$ cat config.mk
export PLATFORM = sky130hd
export DESIGN_NAME = mod_updown_counter
export DESIGN_NICKNAME = d
export VERILOG_FILES = /design/src/rtl/mod_updown_counter.sv
export SDC_FILE = /design/constraint.sdc
export NUM_CORES = 1
export LEC_CHECK = 0
export ABC_AREA = 1
export BUFFER_PORTS_ARGS = -buffer_cell sky130_fd_sc_hd__buf_2
export CAP_MARGIN = 20
export CELL_PAD_IN_SITES_DETAIL_PLACEMENT = 1
export CELL_PAD_IN_SITES_GLOBAL_PLACEMENT = 1
export CORE_AREA = 3 3 40 42
export DETAILED_ROUTE_END_ITERATION = 8
export DIE_AREA = 0 0 43 45
export PLACE_DENSITY_LB_ADDON = 0.1
export SYNTH_ARGS = -nofsm -noshare
export SYNTH_HDL_FRONTEND = slang
export SYNTH_SLANG_ARGS = --single-unit
$ cat constraint.sdc
create_clock -name clk -period 1.2 [get_ports clk]
set_input_delay 0.24 -clock clk [delete_from_list [all_inputs] [get_ports clk]]
set_output_delay 0.24 -clock clk [all_outputs]
set_load 0.03 [all_outputs]
$ cat src/rtl/mod_updown_counter.sv
// mod_updown_counter: modulo-N up/down counter with enable, clamped load, wrap or saturate, and status flags
module mod_updown_counter #(
  parameter int     WIDTH    = 3,
  parameter longint MODULUS  = 8,
  parameter bit     SATURATE = 1'b0
) (
  input  logic             clk,
  input  logic             reset,
  input  logic             en,
  input  logic             up,
  input  logic             load,
  input  logic [WIDTH-1:0] load_val,
  output logic [WIDTH-1:0] count,
  output logic             tc,
  output logic             wrap,
  output logic             at_limit
);
  localparam logic [WIDTH-1:0] MAX = WIDTH'(MODULUS - 1);
  if (WIDTH < 1 || WIDTH > 32 || MODULUS < 2 || MODULUS > (64'sd1 <<< WIDTH)) begin : g_bad_params
    $error("mod_updown_counter: illegal WIDTH/MODULUS combination");
  end
  logic [WIDTH-1:0] count_q, count_d;
  logic             wrap_q, wrap_d, lim_q, lim_d, at_max, at_min, at_end;
  assign at_max = count_q == MAX;
  assign at_min = count_q == '0;
  assign at_end = up ? at_max : at_min;
  always_comb begin
    count_d = count_q;
    wrap_d  = 1'b0;
    lim_d   = lim_q;
    if (load) begin
      count_d = load_val > MAX ? MAX : load_val;
      lim_d   = 1'b0;
    end else if (en) begin
      lim_d = SATURATE && at_end;
      if (!at_end) count_d = up ? count_q + WIDTH'(1) : count_q - WIDTH'(1);
      else if (!SATURATE) begin
        count_d = up ? '0 : MAX;
        wrap_d  = 1'b1;
      end
    end
  end
  // async clear also discards any wrap pulse that was about to be presented
  always_ff @(posedge clk or negedge reset) begin
    if (!reset) begin
      count_q <= '0;
      wrap_q  <= 1'b0;
      lim_q   <= 1'b0;
    end else begin
      count_q <= count_d;
      wrap_q  <= wrap_d;
      lim_q   <= lim_d;
    end
  end
  assign count    = count_q;
  assign wrap     = wrap_q;
  assign at_limit = lim_q;
  assign tc       = at_end;
endmodule

==> results of run 1 <==
==> metal layers <==
layer,share of wire,GRT usage,wire length [µm],vias to the layer above
li1,-,-,-,178
met1,0.44,0.115,369,160
met2,0.51,0.183,431,7
met3,0.043,0.0239,36,0
met4,0,0.0542,0,0
met5,0,0,0,-
==> cells in the final DEF (no fill, tap or decap), drive strengths merged <==
| cell | netlist | final |
|---|---|---|
| o21ai | 1 | 1 |
| nor2 | 7 | 7 |
| fa | 1 | 1 |
| buf | 1 | 20 |
| inv | 7 | 7 |
| nand2 | 19 | 19 |
| a21oi | 1 | 1 |
| dlygate4sd3 | 0 | 1 |
| conb | 1 | 1 |
| o22ai | 1 | 1 |
| dfrtp | 4 | 4 |
| nand3 | 2 | 2 |
| clkbuf | 0 | 4 |
==> tightest hold or removal path, cell delays in order <==
cell and delay, ps:
sky130_fd_sc_hd__buf_2 100, sky130_fd_sc_hd__nand2_1 80, sky130_fd_sc_hd__nor2_1 50
==> per-stage QoR <==
| step | hold WS (ps) | instances |
|---|---|---|
| 3_5_place_dp | 50.4 | 74 |
| 2_1_floorplan | -55.6 | 45 |
| 6_report | 287 | 84 |
| 5_1_grt | 289 | 84 |
| 4_1_cts | 283 | 83 |
| 3_3_place_gp | 47.9 | 74 |
==> kinds of logic after synthesis <==
| family | after synthesis | synth area share |
|---|---|---|
| DFF | 4 | 0.356 |
| adders and majority gates | 1 | 0.0711 |
| other | 1 | 0.0133 |
| and+or+nand+nor | 28 | 0.382 |
| AOI/OAI and AO/OA | 3 | 0.0578 |
| buffers and inverters | 8 | 0.120 |
==> worst paths after layout <==
kind / slack [ps] / startpoint / to / depth (start not counted)
min in group asynchronous: 340 / reset / count[0]$_DFFE_PN0P_ / 2
min: 290 / en / wrap$_DFF_PN0_ / 3
max in group asynchronous: 720 / reset / count[1]$_DFFE_PN0P_ / 2
min reg2reg: 570 / count[2]$_DFFE_PN0P_ / count[2]$_DFFE_PN0P_ / 2
max: -190 / count[0]$_DFFE_PN0P_ / count[1]$_DFFE_PN0P_ / 6
max reg2reg: -190 / count[0]$_DFFE_PN0P_ / count[1]$_DFFE_PN0P_ / 6
==> flip-flops by register name (all words and copies together), names as in the netlist <==
name   flops
wrap       1
count      3
==> what timing repair did <==
| item | 4_1_cts | 5_1_grt |
|---|---|---|
| pin swaps | 1 | 3 |
| resized for setup | 3 | 4 |
| endpoints found under the setup margin | 3 | 4 |
| hold buffers | 1 | 0 |
| endpoints found under the hold margin | 4 | 0 |
| buffers inserted | 4 | 1 |
==> where the power goes <==
group	total [mW]	switching (mW)	internal, mW
logic	0.283	0.156	0.127
registers	0.182	0.0251	0.157
clock network	0.185	0.0603	0.125
total	0.651	0.241	0.409
==> cell type report <==
cell class | instances | area [µm²]
Clock buffer | 4 | 26.3
Multi-Input combinational cell | 33 | 155
Timing Repair Buffer | 21 | 143
Sequential cell | 4 | 104
Fill cell | 174 | 812
Tap cell | 15 | 18.8
Inverter | 7 | 26.3
==> qor.txt, run 1 <==
STATUS
-------------------------------------------------------------------------------------------
Result of the run ............................................................ finished, violations left
Violated checks .............................................................. setup timing

SYNTHESIS
-------------------------------------------------------------------------------------------
Flop and latch count out of synthesis ........................................            4
Average footprint of a synthesized cell ......................................     6.26 µm²
Library cells used by synthesis ..............................................           11
Share of flip-flops with an asynchronous set or reset after synthesis ........         1.00
Most used standard cell by instance count after synthesis .................... sky130_fd_sc_hd__nand2_1
Instance count of the mapped netlist .........................................           45
Number of enable-type register cells in the synthesized netlist ..............            0
Synthesized Nets .............................................................           54
Synth top area share .........................................................        0.356
Synth area leader ............................................................ sky130_fd_sc_hd__dfrtp_1
Count of synthesis-stage warnings from yosys .................................            0
Most area-consuming cells after synthesis .................................... sky130_fd_sc_hd__dfrtp_1 (36%), sky130_fd_sc_hd__nand2_1 (25%), sky130_fd_sc_hd__inv_1 (9.3%), sky130_fd_sc_hd__nor2_1 (9.3%), sky130_fd_sc_hd__fa_1 (7.1%)
Netlist area before placement ................................................      282 µm²
Sequential cell area fraction in the yosys report ............................        0.356
Top cell types by occurrence after synthesis ................................. sky130_fd_sc_hd__nand2_1 (19), sky130_fd_sc_hd__inv_1 (7), sky130_fd_sc_hd__nor2_1 (7)
Most frequently used flop master after synthesis ............................. sky130_fd_sc_hd__dfrtp_1

PLACED DESIGN
-------------------------------------------------------------------------------------------
Weighted congestion at the end of routability-driven global placement ........        0.646
Port bufs ....................................................................           12
Pre-CTS WS ...................................................................     -52.6 ps
Placed wire-length estimate after detailed placement .........................       645 µm
Total cell area at the placement stage .......................................      382 µm²

CTS
-------------------------------------------------------------------------------------------
Number of levels the H-tree was split into ...................................            1
Clock tree root buffer cell .................................................. sky130_fd_sc_hd__clkbuf_4
# clock sinks ................................................................            4
Clock edge transition at the registers on the reported setup and hold paths ..        50 ps
Clock tree from TritonCTS ....................................................        built
Buffers from clock root to sink, at most .....................................            2
Cts bufs inserted ............................................................            3
Worst skew pair latency ......................................................       240 ps

FLOORPLANNING
-------------------------------------------------------------------------------------------
Area inside the core boundary ................................................  0.00128 mm²
Row count ....................................................................           13
Vertical die dimension .......................................................        45 µm
IO Pins ......................................................................           14
Effective utilization at floorplan ...........................................        0.219
Horizontal die dimension .....................................................        43 µm
Area of the die ..............................................................  0.00194 mm²

POWER
-------------------------------------------------------------------------------------------
Max VDD drop .................................................................       570 µV
Overall power consumption ....................................................       651 µW
Static leakage ...............................................................     0.279 nW
Power per unit of standard cell area .........................................  1380 mW/mm²

TIMING
-------------------------------------------------------------------------------------------
Period utilisation layout ....................................................         1.16
RSZ-0062 raised after global routing .........................................          yes
Final count of hold timing violations ........................................            0
Pins Over Slew Limit .........................................................            0
Setup Total Neg Slack ........................................................      -542 ps
Minimum setup slack in the final design ......................................      -191 ps
Achievable clock frequency ...................................................      719 MHz
Setup clock skew after layout ................................................      13.3 ps
Time the worst path needs with I/O delays and setup ..........................      1390 ps
Final number of setup-violating endpoints ....................................            3

FINISH
-------------------------------------------------------------------------------------------
P&R area growth vs syn .......................................................        68.0%
Util after Layout ............................................................        0.368
Non-Filler Cell Area, Final ..................................................      473 µm²
Share of final-layout standard cells stronger than drive strength 1 ..........        0.435
Net total in the final layout ................................................           79
Ant diodes ...................................................................            0

RUN
-------------------------------------------------------------------------------------------
Count of max-cap constraint violations .......................................            0

SETUP PATH
-------------------------------------------------------------------------------------------
Critical Path End Type .......................................................    flip-flop
Largest driver fanout on the critical path ...................................            5
Most Frequent Cell on Critical Path .......................................... sky130_fd_sc_hd__nand2_1
Sum of buffers and inverters on the critical path ............................            1
Biggest cell delay along the critical path ...................................       520 ps
Crit-path cells .............................................................. buf_4 -> fa_2 -> nand2_1 -> nand2_1 -> nand2_1 -> nand2_1
Data required, critical path .................................................      1360 ps
Path type of the worst setup path ............................................ flip-flop to flip-flop
CP Data Arrival Time .........................................................      1550 ps
Cell at the slowest stage of the critical path ............................... sky130_fd_sc_hd__fa_2
Family of cells with the greatest summed delay on the critical path ..........  adder cells
CP startpoint kind ...........................................................    flip-flop

DRT
-------------------------------------------------------------------------------------------
Via count normalized by instance count .......................................         4.11
Routed WL ....................................................................       837 µm
Average wire length per cell after detail routing ............................      9.96 µm
Number of search-and-repair iterations in the first detailed-routing pass ....            2
# DRC ........................................................................            0
Vias .........................................................................          345
DRT antenna net count ........................................................            0
Number of design-rule violations left by the first detailed-router iteration .            1

GRT
-------------------------------------------------------------------------------------------
Pin count of the biggest net entering global routing .........................            7
Antenna violations before repair .............................................            0
Total track usage ............................................................        0.103
GRT overflow .................................................................            0
Number of global-route vias before repair ....................................          339
Wire length of the first global-routing pass .................................      1430 µm

WORST HOLD PATH
-------------------------------------------------------------------------------------------
Type of the tightest min-delay check ......................................... primary input to flip-flop

No activity file was read; power rests on OpenSTA's default activity.
==> inputs of run 2 (changes only) <==
==> constraint.sdc (replaced) <==
create_clock -name clk -period 1.2 [get_ports clk]
set_input_delay 0.3 -clock clk [delete_from_list [all_inputs] [get_ports clk]]
set_output_delay 0.3 -clock clk [all_outputs]
set_load 0.03 [all_outputs]
==> run 2 against run 1 <==
Effect of this change: the flow still finishes with violations (setup timing); fmax fell by 5.2%; wire length rose by 0.48%; clock power barely moved; sequential power barely moved; sequential share of layout area fell by 1.3 points; critical path depth did not move; count of clock-buffer cells in the layout did not move; clock skew rose by 0.67 ps; largest cell class unchanged.
==> qor.txt, run 2 (synthesis results as in run 1) <==
RUN
-------------------------------------------------------------------------------------------
Count of max-cap constraint violations .......................................            0   unchanged

STATUS
-------------------------------------------------------------------------------------------
Violated checks .............................................................. setup timing
Result of the run ............................................................ finished, violations left

FINISH
-------------------------------------------------------------------------------------------
Most common cell after layout, fill and taps aside ........................... sky130_fd_sc_hd__nand2_1
Highest-count cells in the layout ignoring fill and taps ..................... sky130_fd_sc_hd__nand2_1 (18), sky130_fd_sc_hd__buf_2 (9), sky130_fd_sc_hd__buf_4 (8), sky130_fd_sc_hd__inv_1 (5), sky130_fd_sc_hd__nor2_1 (5)
Net total in the final layout ................................................           80   +1.3%
Flip-flop count of the largest register, all copies and words added ..........            3   unchanged
P&R area growth vs syn .......................................................        78.7%
Share of final-layout standard cells stronger than drive strength 1 ..........        0.500   +0.0652
Ant diodes ...................................................................            0   unchanged

PLACED DESIGN
-------------------------------------------------------------------------------------------
Pre-CTS WS ...................................................................      -135 ps   -82.8 ps
Weighted congestion at the end of routability-driven global placement ........        0.656   +1.6%
Port bufs ....................................................................           12   unchanged

DRT
-------------------------------------------------------------------------------------------
Number of design-rule violations left by the first detailed-router iteration .            4   +3
Vias .........................................................................          345   unchanged
DRT antenna net count ........................................................            0   unchanged
Average wire length per cell after detail routing ............................      9.89 µm   -0.70%
Number of search-and-repair iterations in the first detailed-routing pass ....            3   +1
# DRC ........................................................................            0   unchanged
Routed WL ....................................................................       841 µm   +0.48%
Via count normalized by instance count .......................................         4.06   -1.2%

FLOORPLANNING
-------------------------------------------------------------------------------------------
Effective utilization at floorplan ...........................................        0.219   unchanged
Horizontal die dimension .....................................................        43 µm   unchanged
Row count ....................................................................           13   unchanged
Vertical die dimension .......................................................        45 µm   unchanged
Area of the die ..............................................................  0.00194 mm²   unchanged
IO Pins ......................................................................           14   unchanged
Area inside the core boundary ................................................  0.00128 mm²   unchanged

GRT
-------------------------------------------------------------------------------------------
Global routing's busiest layer ...............................................         met2
GRT overflow .................................................................            0   unchanged
Met2 Track Usage GR ..........................................................        0.171   -0.0120
Total track usage ............................................................       0.0985   -0.00443
Antenna violations before repair .............................................            0   unchanged
Wire length of the first global-routing pass .................................      1410 µm   -0.98%
Number of global-route vias before repair ....................................          358   +5.6%
GR met3 Demand/Resource ......................................................       0.0478   +0.0239
Pin count of the biggest net entering global routing .........................            7   unchanged
Met1 GRT Util ................................................................        0.112   -0.00326

POWER
-------------------------------------------------------------------------------------------
Static leakage ...............................................................     0.288 nW   +3.3%
Sequential share of power ....................................................        0.267   -0.013
Switching Fraction ...........................................................        0.369   -0.00208
Internal power component .....................................................       429 µW   +4.8%
Overall power consumption ....................................................       679 µW   +4.4%
Power per unit of standard cell area .........................................  1350 mW/mm²   -1.8%
Max VDD drop .................................................................       970 µV   +70%
Power share of the clock group ...............................................        0.271   -0.014
Switching Power ..............................................................       251 µW   +3.9%
Share of power burned in combinational logic .................................        0.462   +0.027

TIMING
-------------------------------------------------------------------------------------------
Time the worst path needs with I/O delays and setup ..........................      1470 ps   +75.6 ps
Period utilisation layout ....................................................         1.22   +0.0630
Min Hold Slack ...............................................................       357 ps   +70.0 ps
Final number of setup-violating endpoints ....................................            5   +2
Pins Over Slew Limit .........................................................            0   unchanged
Final count of hold timing violations ........................................            0   unchanged
Achievable clock frequency ...................................................      682 MHz   -5.2%
Minimum setup slack in the final design ......................................      -267 ps   -75.6 ps
RSZ-0062 raised after global routing .........................................          yes
Setup clock skew after layout ................................................      14.0 ps   +0.671 ps

SETUP PATH
-------------------------------------------------------------------------------------------
Largest driver fanout on the critical path ...................................            3   -2
Critical Path End Type .......................................................  output port
CP startpoint kind ...........................................................    flip-flop
Path type of the worst setup path ............................................ flip-flop to output port
Data required, critical path .................................................       900 ps   -460 ps
CP Data Arrival Time .........................................................      1170 ps   -380 ps

CTS
-------------------------------------------------------------------------------------------
Buffers from clock root to sink, at most .....................................            2   unchanged
Number of levels the H-tree was split into ...................................            1   unchanged
# clock sinks ................................................................            4   unchanged
Cts bufs inserted ............................................................            3   unchanged
Clock tree from TritonCTS ....................................................        built
Clock tree root buffer cell .................................................. sky130_fd_sc_hd__clkbuf_4
Clock edge transition at the registers on the reported setup and hold paths ..        50 ps   about the same
Worst skew pair latency ......................................................       240 ps   about the same

WORST HOLD PATH
-------------------------------------------------------------------------------------------
Type of the tightest min-delay check ......................................... primary input to flip-flop

[run 2: cell count changes in the layout (fill, tap and decap cells not counted)]
cell                      before  now
sky130_fd_sc_hd__buf_2        10    9
sky130_fd_sc_hd__nor2_2        1    2
sky130_fd_sc_hd__a21oi_2       0    1
sky130_fd_sc_hd__inv_1         6    5
sky130_fd_sc_hd__o22ai_1       1    0
sky130_fd_sc_hd__inv_2         1    2
sky130_fd_sc_hd__a21oi_1       1    0
sky130_fd_sc_hd__buf_6         2    4
sky130_fd_sc_hd__nor2_1        6    5
sky130_fd_sc_hd__o22ai_2       0    1
[run 2: critical path: stages (launching register included)]
cell and delay [ps]:
sky130_fd_sc_hd__dfrtp_2 430, sky130_fd_sc_hd__buf_6 120, sky130_fd_sc_hd__nand3_1 70, sky130_fd_sc_hd__nand2_1 80, sky130_fd_sc_hd__nand2_2 70, sky130_fd_sc_hd__inv_2 30
sky130_fd_sc_hd__buf_6 120
[run 2: layout make-up]
class / count / area (µm²)
Sequential cell: 4 / 104
Tap cell: 15 / 18.8
Clock buffer: 4 / 26.3
Multi-Input combinational cell: 33 / 168
Fill cell: 162 / 782
Inverter: 7 / 26.3
Timing Repair Buffer: 22 / 160
[run 2: repair_timing]
action	CTS	global route
pin swaps	2	2
setup endpoints to repair	4	6
buffers inserted	5	1
endpoints found under the hold margin	4	0
hold buffers	1	0
resized for setup	5	8
[run 2: final timing paths]
path,startpoint,endpoint,slack (ps),cells after the start
max,count[1]$_DFFE_PN0P_,tc,-270,6
min reg2reg,count[2]$_DFFE_PN0P_,count[2]$_DFFE_PN0P_,560,2
min,en,wrap$_DFF_PN0_,360,3
max in group asynchronous,reset,count[0]$_DFFE_PN0P_,680,2
min in group asynchronous,reset,count[2]$_DFFE_PN0P_,380,2
max reg2reg,count[1]$_DFFE_PN0P_,count[1]$_DFFE_PN0P_,-180,6
[run 2: per-stage QoR]
step                      utilization  TNS, ps  instance area, µm²  std cells
final                           0.391     -665                 503         85
after global routing            0.391     -971                 503         85
after CTS                       0.375     -691                 482         85
after detailed placement        0.305     -334                 392         75
after global placement          0.305     -316                 392         75
after floorplan                     -     -156                 290         45
[run 2: power groups by stage]
stage | Clock [mW] | Combinational, mW | Sequential, mW
3_5_place_dp | 0 | 0.241 | 0.186
6_report | 0.184 | 0.314 | 0.181
5_1_grt | 0.210 | 0.345 | 0.185
2_1_floorplan | 0 | 0.113 | 0.219
4_1_cts | 0.191 | 0.301 | 0.180
3_3_place_gp | 0 | 0.240 | 0.187
[run 2: per-layer routing]
layer	vias to the layer above	wire length (µm)
li1	180	-
met1	154	352
met2	11	431
met3	0	57
met4	0	0
met5	-	0
==> inputs of run 3 (changes only) <==
--- a/config.mk
+++ b/config.mk
@@ -10,9 +10,10 @@
 export CAP_MARGIN = 20
 export CELL_PAD_IN_SITES_DETAIL_PLACEMENT = 1
 export CELL_PAD_IN_SITES_GLOBAL_PLACEMENT = 1
-export CORE_AREA = 3 3 40 42
+export CORE_AREA = 2 2 39 41
 export DETAILED_ROUTE_END_ITERATION = 8
-export DIE_AREA = 0 0 43 45
+export DIE_AREA = 0 0 41 43
+export GPL_TIMING_DRIVEN = 0
 export PLACE_DENSITY_LB_ADDON = 0.1
 export SYNTH_ARGS = -nofsm -noshare
 export SYNTH_HDL_FRONTEND = slang
==> run 3 against run 2 <==
Effect of this change: the flow still finishes with violations (setup timing); critical path depth is the same; global-route usage grew 0.61 points; utilization shrank 6.6 points; largest cell class unchanged; fmax grew 3.2%; power shrank 8.3%; cell count shrank 4.7%; count of clock-buffer cells in the layout is the same; register-to-register slack lost 20 ps; hold slack lost 11 ps; sequential power is essentially flat; largest power group unchanged; final area shrank 10%; non-clock buffer count shrank 5.
==> qor.txt, run 3 (synthesis results as in run 1) <==
FINISH
-------------------------------------------------------------------------------------------
Number of cells in the finished layout apart from fillers ....................           81   -4.7%
Non-Filler Cell Area, Final ..................................................      450 µm²   -10%
Most common cell after layout, fill and taps aside ........................... sky130_fd_sc_hd__nand2_1
Ant diodes ...................................................................            0   unchanged
Net total in the final layout ................................................           75   -6.3%
Layout fillers ...............................................................          184   +14%
Share of final-layout standard cells stronger than drive strength 1 ..........        0.400   -0.100
Flip-flop count of the largest register, all copies and words added ..........            3   unchanged
P&R area growth vs syn .......................................................        60.0%
Highest-count cells in the layout ignoring fill and taps ..................... sky130_fd_sc_hd__nand2_1 (18), sky130_fd_sc_hd__buf_2 (9), sky130_fd_sc_hd__inv_1 (6), sky130_fd_sc_hd__nor2_1 (6), sky130_fd_sc_hd__buf_4 (4)

CTS
-------------------------------------------------------------------------------------------
Worst skew pair latency ......................................................       230 ps   about the same
Number of levels the H-tree was split into ...................................            1   unchanged
Clock tree from TritonCTS ....................................................        built
# clock sinks ................................................................            4   unchanged
Buffers from clock root to sink, at most .....................................            2   unchanged
Clock edge transition at the registers on the reported setup and hold paths ..        30 ps   -20 ps
Clock tree root buffer cell .................................................. sky130_fd_sc_hd__clkbuf_4
Cts bufs inserted ............................................................            3   unchanged

DRT
-------------------------------------------------------------------------------------------
Routed WL ....................................................................       712 µm   -15%
Via count normalized by instance count .......................................         4.05   -0.23%
# DRC ........................................................................            0   unchanged
Number of design-rule violations left by the first detailed-router iteration .            0   -4
Vias .........................................................................          328   -4.9%
Average wire length per cell after detail routing ............................      8.79 µm   -11%
Number of search-and-repair iterations in the first detailed-routing pass ....            1   -2
DRT antenna net count ........................................................            0   unchanged

FLOORPLANNING
-------------------------------------------------------------------------------------------
Vertical die dimension .......................................................        43 µm   -4.4%
Row count ....................................................................           14   +1
Area of the die ..............................................................  0.00176 mm²   -8.9%
IO Pins ......................................................................           14   unchanged
Area inside the core boundary ................................................  0.00138 mm²   +7.7%
Effective utilization at floorplan ...........................................        0.203   -0.0156
Horizontal die dimension .....................................................        41 µm   -4.7%

PLACED DESIGN
-------------------------------------------------------------------------------------------
Total cell area at the placement stage .......................................      370 µm²   -5.4%
Port bufs ....................................................................           12   unchanged
Weighted congestion at the end of routability-driven global placement ........        0.632   -3.7%
Count of placed standard cells including taps ................................           73   -2.7%
Placed wire-length estimate after detailed placement .........................       589 µm

SETUP PATH
-------------------------------------------------------------------------------------------
Critical Path End Type .......................................................  output port
Path type of the worst setup path ............................................ flip-flop to output port
Data required, critical path .................................................       900 ps   about the same
Crit-path cells .............................................................. nor2_2 -> nand2_1 -> nand2_1 -> nand2_2 -> inv_2 -> buf_6
CP Data Arrival Time .........................................................      1120 ps   -50 ps
Cell at the slowest stage of the critical path ............................... sky130_fd_sc_hd__dfrtp_2
Biggest cell delay along the critical path ...................................       420 ps   about the same
CP startpoint kind ...........................................................    flip-flop
Most Frequent Cell on Critical Path .......................................... sky130_fd_sc_hd__nand2_1
Largest driver fanout on the critical path ...................................            4   +1

TIMING
-------------------------------------------------------------------------------------------
Final count of hold timing violations ........................................            0   unchanged
Achievable clock frequency ...................................................      703 MHz   +3.2%
Pins Over Slew Limit .........................................................            0   unchanged
Time the worst path needs with I/O delays and setup ..........................      1420 ps   -45.2 ps
RSZ-0062 raised after global routing .........................................          yes
Setup clock skew after layout ................................................      9.85 ps   -4.14 ps
Setup Total Neg Slack ........................................................      -642 ps   +22.7 ps
Final number of setup-violating endpoints ....................................            5   unchanged
Period utilisation layout ....................................................         1.18   -0.0376
Minimum setup slack in the final design ......................................      -222 ps   +45.2 ps

STATUS
-------------------------------------------------------------------------------------------
Result of the run ............................................................ finished, violations left
Violated checks .............................................................. setup timing

GRT
-------------------------------------------------------------------------------------------
Wire length of the first global-routing pass .................................      1210 µm   -14%
Number of global-route vias before repair ....................................          307   -14%
Pin count of the biggest net entering global routing .........................            7   unchanged
Total track usage ............................................................        0.105   +0.00613
GRT overflow .................................................................            0   unchanged
Antenna violations before repair .............................................            0   unchanged

RUN
-------------------------------------------------------------------------------------------
Count of max-cap constraint violations .......................................            0   unchanged

POWER
-------------------------------------------------------------------------------------------
Static leakage ...............................................................     0.263 nW   -8.5%
Max VDD drop .................................................................       878 µV   -9.5%
Power per unit of standard cell area .........................................  1380 mW/mm²   +2.4%
Overall power consumption ....................................................       623 µW   -8.3%

WORST HOLD PATH
-------------------------------------------------------------------------------------------
Type of the tightest min-delay check ......................................... primary input to flip-flop

## run 3: report_power, final
part	switching [mW]	total [mW]	internal, mW	leakage (nW)
registers	0.0217	0.179	0.157	0.0457
logic	0.153	0.266	0.113	0.203
clock network	0.0532	0.178	0.125	0.0150
## run 3: layout make-up
type                       instances  area (µm²)  area share
inverter                           7        26.3      0.0583
timing repair buffer              16         111       0.247
tap                               16        20.0      0.0444
sequential                         4         104       0.231
clock buffer                       4        26.3      0.0583
buffer                             1        7.51      0.0167
multi-input combinational         33         155       0.344
## run 3: stage by stage
step	util	hold slack (ps)	setup slack [ps]
floorplan	-	4.41	-70.8
global placement	0.268	108	-161
detailed placement	0.268	109	-167
CTS	0.324	348	-223
global route	0.325	375	-304
finish	0.325	347	-222
## run 3: worst paths after layout
kind | start | end | slack [ps] | cells after the start
worst max-delay path | count[0]$_DFFE_PN0P_ | tc | -220 | 6
worst min-delay path | en | wrap$_DFF_PN0_ | 350 | 3
worst max register to register | count[0]$_DFFE_PN0P_ | count[2]$_DFFE_PN0P_ | -200 | 9
worst min register to register | count[1]$_DFFE_PN0P_ | count[1]$_DFFE_PN0P_ | 540 | 2
max in group asynchronous | reset | count[0]$_DFFE_PN0P_ | 660 | 2
min in group asynchronous | reset | count[2]$_DFFE_PN0P_ | 400 | 2
## run 3: critical path, delay by kind of cell (launching register included)
family        cells  cell delay, ps
buf+inv           2             170
simple gates      4             300
flops             1             420
## run 3: what timing repair did
item | CTS | global route
setup buffers | 3 | 0
setup endpoints to repair | 3 | 5
hold endpoints to repair | 4 | 0
hold buffers | 1 | 0
resized for setup | 6 | 1
pin swaps | 1 | 0
## run 3: per-layer routing
| metal | vias up | share of wire | GRT usage |
|---|---|---|---|
| li1 | 172 | - | - |
| met1 | 149 | 0.48 | 0.129 |
| met2 | 7 | 0.48 | 0.153 |
| met3 | 0 | 0.037 | 0.0471 |
| met4 | 0 | 0 | 0.0400 |
| met5 | - | 0 | 0 |
